<file path="src/rtl/fetch_stage_if.sv">
// rtl/fetch_stage_if.sv - instruction memory request/response bundle for the fetch stage
interface fetch_stage_if;
    logic        imem_req;
    logic [31:0] imem_addr;
    logic        imem_ready;
    logic [31:0] imem_rdata;

    modport master (
        output imem_req,
        output imem_addr,
        input  imem_ready,
        input  imem_rdata
    );

    modport slave (
        input  imem_req,
        input  imem_addr,
        output imem_ready,
        output imem_rdata
    );
endinterface

</file>
<file path="src/rtl/fetch_stage.sv">
// rtl/fetch_stage.sv - instruction fetch stage: PC, fetch FSM, hold buffer and IF/ID register
module fetch_stage #(
    parameter logic [31:0] RESET_PC = 32'h0000_0000
) (
    input  logic                 clk,
    input  logic                 rst_n,
    fetch_stage_if.master        imem,
    input  logic                 stall,
    input  logic                 flush,
    input  logic                 redirect,
    input  logic [31:0]          redirect_pc,
    output logic [31:0]          instruction,
    output logic [31:0]          pc_plus4,
    output logic                 if_valid
);
    typedef enum logic [1:0] {IDLE, FETCH, HOLD} state_t;

    state_t      state;
    logic [31:0] pc;
    logic [31:0] hold_buf;
    logic        req_q;

    logic        delivered;
    logic        load_word;
    logic [31:0] word;
    logic [31:0] pc_next4;

    assign imem.imem_req  = req_q;
    assign imem.imem_addr = pc;

    // A word only counts while a request is outstanding; rdata is ignored otherwise.
    assign pc_next4  = pc + 32'd4;
    assign delivered = (state == FETCH) && imem.imem_ready;
    assign load_word = !redirect && !stall && (delivered || (state == HOLD));
    assign word      = (state == HOLD) ? hold_buf : imem.imem_rdata;

    always_ff @(posedge clk or negedge rst_n) begin
        if (!rst_n) begin
            pc          <= RESET_PC;
            state       <= IDLE;
            req_q       <= 1'b0;
            hold_buf    <= 32'h0;
            instruction <= 32'h0;
            pc_plus4    <= 32'h0;
            if_valid    <= 1'b0;
        end else begin
            // IF/ID: flush beats stall; stall holds; otherwise load the word or a bubble.
            if (flush || (!stall && !load_word)) begin
                instruction <= 32'h0;
                pc_plus4    <= 32'h0;
                if_valid    <= 1'b0;
            end else if (load_word) begin
                instruction <= word;
                pc_plus4    <= pc_next4;
                if_valid    <= 1'b1;
            end

            if (redirect) begin
                pc       <= {redirect_pc[31:2], 2'b00};
                state    <= FETCH;
                req_q    <= 1'b1;
                hold_buf <= 32'h0;
            end else begin
                case (state)
                    IDLE: begin
                        state <= FETCH;
                        req_q <= 1'b1;
                    end
                    FETCH: begin
                        if (imem.imem_ready) begin
                            if (stall) begin
                                hold_buf <= imem.imem_rdata;
                                state    <= HOLD;
                                req_q    <= 1'b0;
                            end else begin
                                pc <= pc_next4;
                            end
                        end
                    end
                    HOLD: begin
                        if (!stall) begin
                            pc    <= pc_next4;
                            state <= FETCH;
                            req_q <= 1'b1;
                        end
                    end
                    default: begin
                        state <= IDLE;
                        req_q <= 1'b0;
                    end
                endcase
            end
        end
    end
endmodule
</file>
<file path="src/flat_wrapper.sv">
// flat-port wrapper written by rule: the top's interface ports become plain ports
module fetch_stage_flat 
#(
    parameter logic [31:0] RESET_PC = 32'h0000_0000
)
  (clk, rst_n, stall, flush, redirect, redirect_pc, instruction, pc_plus4, if_valid, imem_imem_req, imem_imem_addr, imem_imem_ready, imem_imem_rdata);
  fetch_stage_if imem_i ();
  input  logic clk;
  input  logic rst_n;
  input  logic stall;
  input  logic flush;
  input  logic redirect;
  input  logic [31:0] redirect_pc;
  output logic [31:0] instruction;
  output logic [31:0] pc_plus4;
  output logic if_valid;
  output wire logic [$bits(imem_i.imem_req)-1:0] imem_imem_req;
  output wire logic [$bits(imem_i.imem_addr)-1:0] imem_imem_addr;
  input wire logic [$bits(imem_i.imem_ready)-1:0] imem_imem_ready;
  input wire logic [$bits(imem_i.imem_rdata)-1:0] imem_imem_rdata;
  assign imem_imem_req = imem_i.imem_req;
  assign imem_imem_addr = imem_i.imem_addr;
  assign imem_i.imem_ready = imem_imem_ready;
  assign imem_i.imem_rdata = imem_imem_rdata;
  fetch_stage #(.RESET_PC(RESET_PC)) u_core (.clk(clk), .rst_n(rst_n), .imem(imem_i), .stall(stall), .flush(flush), .redirect(redirect), .redirect_pc(redirect_pc), .instruction(instruction), .pc_plus4(pc_plus4), .if_valid(if_valid));
endmodule
</file>
<file path="config.mk">
export PLATFORM = sky130hd
export DESIGN_NAME = fetch_stage_flat
export DESIGN_NICKNAME = d
export VERILOG_FILES = /design/src/rtl/fetch_stage_if.sv /design/src/rtl/fetch_stage.sv /design/src/flat_wrapper.sv
export SDC_FILE = /design/constraint.sdc
export NUM_CORES = 1
export LEC_CHECK = 0
export BUFFER_PORTS_ARGS = -buffer_cell sky130_fd_sc_hd__buf_2
export CAP_MARGIN = 5
export CELL_PAD_IN_SITES_DETAIL_PLACEMENT = 1
export CELL_PAD_IN_SITES_GLOBAL_PLACEMENT = 2
export CORE_MARGIN = 2
export CORE_UTILIZATION = 34
export CTS_CLUSTER_DIAMETER = 120
export CTS_CLUSTER_SIZE = 8
export DETAILED_ROUTE_END_ITERATION = 6
export GPL_TIMING_DRIVEN = 0
export PLACE_DENSITY_LB_ADDON = 0.1
export SETUP_SLACK_MARGIN = 0.3
export SLEW_MARGIN = 10
export SYNTH_ARGS = -nofsm -noshare
export SYNTH_HDL_FRONTEND = slang
export SYNTH_SLANG_ARGS = --single-unit
</file>
<file path="constraint.sdc">
create_clock -name clk -period 4.5 [get_ports clk]
set_input_delay 0.225 -clock clk [delete_from_list [all_inputs] [get_ports clk]]
set_output_delay 0.225 -clock clk [all_outputs]
set_load 0.005 [all_outputs]
</file>
# Word-level counts from Yosys, hierarchy flattened
# Cells that the tools add are included.
[classes]
add_sub_neg = 1
n_eq_ne = 5
n_mux = 25
n_reduce_logical = 18
[op_table]
columns = ["operator", "count"]
rows = [
  ["$mux W32", 12],
  ["$pmux W32 S2", 1],
  ["$add A32 B3 Y32 const B", 1],
  ["$ne A3 B3 Y1 const B", 3],
  ["$mux W2", 4],
  ["$reduce_bool A2 Y1", 4],
  ["$mux W1", 6],
  ["$pmux W2 S3", 1],
  ["$reduce_and A3 Y1", 2],
  ["$logic_and A1 B1 Y1", 4],
  ["$logic_not A1 Y1", 3],
  ["$pmux W1 S3", 1],
  ["$reduce_bool A3 Y1", 1],
  ["$eq A2 B1 Y1 const B", 1],
  ["$eq A2 B2 Y1 const B", 1],
  ["$logic_not A2 Y1", 1],
  ["$logic_or A1 B1 Y1", 2],
  ["$reduce_and A2 Y1", 1],
]
[totals]
register_bits = 132
input_bits = 70
elab_cells = 56

# Depth between registers and ports, before layout
[logic_depth]
depth_word = 8
ltp_mapped = 7

# Worst setup path before layout
# Ideal clock, no wire load.
[synth_path]
path_kind = "register to register"
startpoint = "register u_core.pc[2] (netlist: u_core.imem.imem_addr[2])"
endpoint = "register u_core.pc[20] (netlist: u_core.imem.imem_addr[20])"
arrival_ns = 1.711
required_time_ns = 4.424
setup_slack_ns = 2.713
stages_incl_launch_ff = 7
path_buffers = 0
synth_period_minus_slack_ns = 1.787
cell_sequence = "dfrtp_1 > ha_1 > nand3_2 > nor4_4 > nand4_1 > xor2_1 > o21ai_1"
[synth_between]
elab_chain_len = 5
[synth_lines]
columns = ["item", "line", "text"]
rows = [
  ["from (decl)", "fetch_stage.sv:19", "logic [31:0] pc;"],
  ["from (signal assigned)", "fetch_stage.sv:59", "pc <= {redirect_pc[31:2], 2'b00};"],
  ["from (signal assigned)", "fetch_stage.sv:76", "pc <= pc_next4;"],
  ["from (signal assigned)", "fetch_stage.sv:82", "pc <= pc_next4;"],
  ["$add A32 B3 Y32 (*)", "fetch_stage.sv:32", "assign pc_next4 = pc + 32'd4;"],
  ["$mux W32 (*)", "fetch_stage.sv:71, fetch_stage.sv:81", ""],
  ["$mux W32", "fetch_stage.sv:70", "if (imem.imem_ready) begin"],
  ["$pmux W32 S2 (*)", "fetch_stage.sv:64", "case (state)"],
  ["$mux W32 (*)", "fetch_stage.sv:58", "if (redirect) begin"],
]
# Every way passes the cells marked *; elsewhere a longest branch is shown, timed or not. The select of a mux whose other input is x is not followed.
# A chain may end at the register's enable or synchronous reset.

# Worst setup path after layout
[layout_path]
startpoint = "register u_core.pc[2] (netlist: u_core.imem.imem_addr[2])"
endpoint = "register u_core.pc[22] (netlist: u_core.imem.imem_addr[22])"
# Same word-level chain as after synthesis.

==> metrics <==
status=finished, final reports clean; Setup Fix Bufs, Post-CTS=0; max cap viols=0; Area Growth Syn to Fin=29.2%; Final Wtd Congestion=just under 0.8; CTS resizes=0; slowest stage delay, CP=0.66 ns; Netlist Area Pre-Place=6010 µm²; min cycle time layout=2.28 ns; Post-Route WL=18400 µm; crit-path cells=ha_1, nand3_2, nor4_4, nand3_1, xnor2_1, o21ai_0; initial core utilization=a little over a third; Crit Path Category=flop to flop; crit path capture type=flop; Synth top area share=53.3%; Synth area leaders=dfrtp_1 53%, nand2_1 6.9%, o21ai_1 5.4%; buffers added on ports=161; CP startpoint kind=flop; Rel. slew slack=46.9%; Post-synth top cells=128 x dfrtp_1, 110 x nand2_1, 65 x o21ai_1; Reg clk slew, reported paths=0.06 ns; FFs w/ async S/R, synth=100%; vias in the first global route=5423; dpl cells=986; Final Cycle Share=50.8%; HPWL after DPL=13100 µm; post-DR wirelength/cell=18.0 µm; WHS Path Cells=3; register area share after synthesis=53.3%; Post-synth EDFFs=0; worst hold path class=input port to flop; WP data required=4.79 ns; DP Worst Slack=2.22 ns; Final Max Slew Viols=0; Synth Flop Type=dfrtp_1; Synth cell types=36; Initial DRT Pass Iterations=4; Final Hold Viols=0; total clock sinks=~130; Max Fclk=438 MHz; die area=18800 µm²; Worst Skew=0.0106 ns; largest area contributor in the netlist=dfrtp_1; CTS tree=done; CP max-delay cell=nor4_4; CTS H-Tree Depth=4; total I/O pin count=168; Final Worst Setup Slack=~2.2 ns; fraction of layout cells with a size suffix above 1=27.3%; Power Density=384 nW/µm²; final setup vio count=0; leakage power=3.62 nW; Syn Area/Cell=10.1 µm²; worst-case clock buffer depth=2; Finished Layout Cells=1022; routed vias=5102; Core Util, Final=44.9%; R2R cell count=6; worst vdd ir=~0.00025 V; Die Y=137 µm; RSZ-0062 raised after global routing=false; core box area=~17000 µm²; Slew @ Worst Pin=0.797 ns; most common cell in the netlist=dfrtp_1; row count=between 40 and 50; DIE WIDTH=137 µm; largest net degree at the start of global routing=71; Syn. warnings=0; All-Layer GR Usage=20.4%; grt total ovfl=0; worst-case hold slack=~0.015 ns; Final #Nets=852; TritonCTS buffer count=17; initial drt markers=209; CP Data Arrival Time=~2.6 ns; clock latency on the worst-skew pair=0.42 ns; TNS Setup=0 ns; clk root buf=clkbuf_16; Vias/cell=4.99; global-route wire length before repair=just under 30000 µm; Cells after Synth=596; Antenna Nets Post-Route=0; Critical Path Fanout Max=10; FF+latch count, synth=128; drt drc=0; initial antenna violation count=4
-- critical path, delay by kind of cell, from the launching register on --
| kind | cells | cell delay [ns] |
|---|---|---|
| simple gates | 3 | 1.03 |
| compound gates | 1 | 0.11 |
| fa+ha+maj | 1 | 0.31 |
| flops | 1 | 0.46 |
| xor+xnor | 1 | 0.25 |
-- registers in the layout, summed over array words and instances, names as in the netlist --
register / count
u_core.hold_buf: 32
u_core.instruction: 32
u_core.imem.imem_addr: 30
u_core.pc_plus4: 30
u_core.state: 2
u_core.if_valid: 1
u_core.imem.imem_req: 1
-- layout by cell type (no fill, tap or decap), types with 2 or more instances in the layout --
master	synthesis	layout
clkbuf_1	28	29
mux2i_1	32	32
o21ai_0	30	30
clkbuf_16	0	17
nand4_1	21	21
a21o_1	2	2
dfrtp_1	128	128
nor3_1	6	6
buf_4	5	5
inv_1	3	3
bufinv_16	0	3
nor2b_1	3	3
nand2_1	110	110
buf_6	1	2
xnor2_1	22	22
a22o_1	32	32
and3_1	8	8
clkinv_2	0	3
or3_1	2	2
nor2_1	12	12
a21oi_1	2	2
conb_1	1	4
o21ai_1	65	65
nand3_1	17	17
clkinvlp_4	0	4
xor2_1	35	35
clkinv_4	0	2
buf_2	12	172
and4_1	6	6
nor4_4	2	2
diode_2	0	3
-- routing by layer --
metal  track usage [%]  wire, µm
met1              28.0      8670
met2              32.1      8540
met3              4.33       870
met4              7.10       299
met5                 0        11
-- power by group --
part,switching [mW],leakage (nW),total (mW),internal (mW)
logic,0.179,1.63,0.305,0.126
clock network,0.532,0.285,1.42,0.885
registers,0.0556,1.71,1.26,1.20
total,0.766,3.62,2.98,2.22
-- timing repair --
item                                    4_1_cts  5_1_grt
endpoints found under the hold margin        58        0
hold buffers                                  1        0
endpoints found under the setup margin        0        0
-- per-stage QoR --
| stage | power, mW | cell area, µm² |
|---|---|---|
| after CTS | 3.02 | 7760 |
| after floorplan | 1.42 | 6020 |
| after global placement | 1.58 | 7110 |
| after detailed placement | 1.59 | 7140 |
| after global routing | 3.12 | 7760 |
| final | 2.98 | 7770 |
-- logic make-up (layout without fill, tap and decap cells) --
| kind of cell | count (synthesis) | count (layout) | share of synthesized area (%) |
|---|---|---|---|
| buffers and inverters | 50 | 245 | 3.81 |
| DFF | 128 | 128 | 53.3 |
| adders and majority gates | 1 | 1 | 0.208 |
| xor gates and xnor gates | 57 | 57 | 8.30 |
| muxes | 32 | 32 | 5.33 |
| AOI/OAI and AO/OA | 133 | 133 | 13.3 |
| and+or+nand+nor | 194 | 194 | 15.7 |
| other | 1 | 7 | 0.0624 |
-- layout make-up --
type                            count  area (µm²)
Antenna cell                        3        7.51
Buffer                             47         218
Clock buffer                       19         443
Clock inverter                     13         161
Fill cell                        2038        9530
Inverter                            3        11.3
Multi-Input combinational cell    421        2590
Sequential cell                   128        3200
Tap cell                          225         282
Timing Repair Buffer              163         850
-- path summary, 6_finish.rpt --
check	start	to	slack [ns]
min reg2reg	u_core.instruction[1]$_DFFE_PN0P_	u_core.instruction[1]$_DFFE_PN0P_	0.47
max	u_core.imem.imem_addr[2]$_DFFE_PN0P_	u_core.imem.imem_addr[22]$_DFFE_PN0P_	2.22
min in group asynchronous	rst_n	u_core.hold_buf[14]$_DFFE_PN0P_	0.35
max in group asynchronous	rst_n	u_core.instruction[13]$_DFFE_PN0P_	3.39
min	redirect_pc[27]	u_core.imem.imem_addr[27]$_DFFE_PN0P_	0.02
max reg2reg	u_core.imem.imem_addr[2]$_DFFE_PN0P_	u_core.imem.imem_addr[22]$_DFFE_PN0P_	2.22
Note: power is estimated with default switching activity, not from simulation.
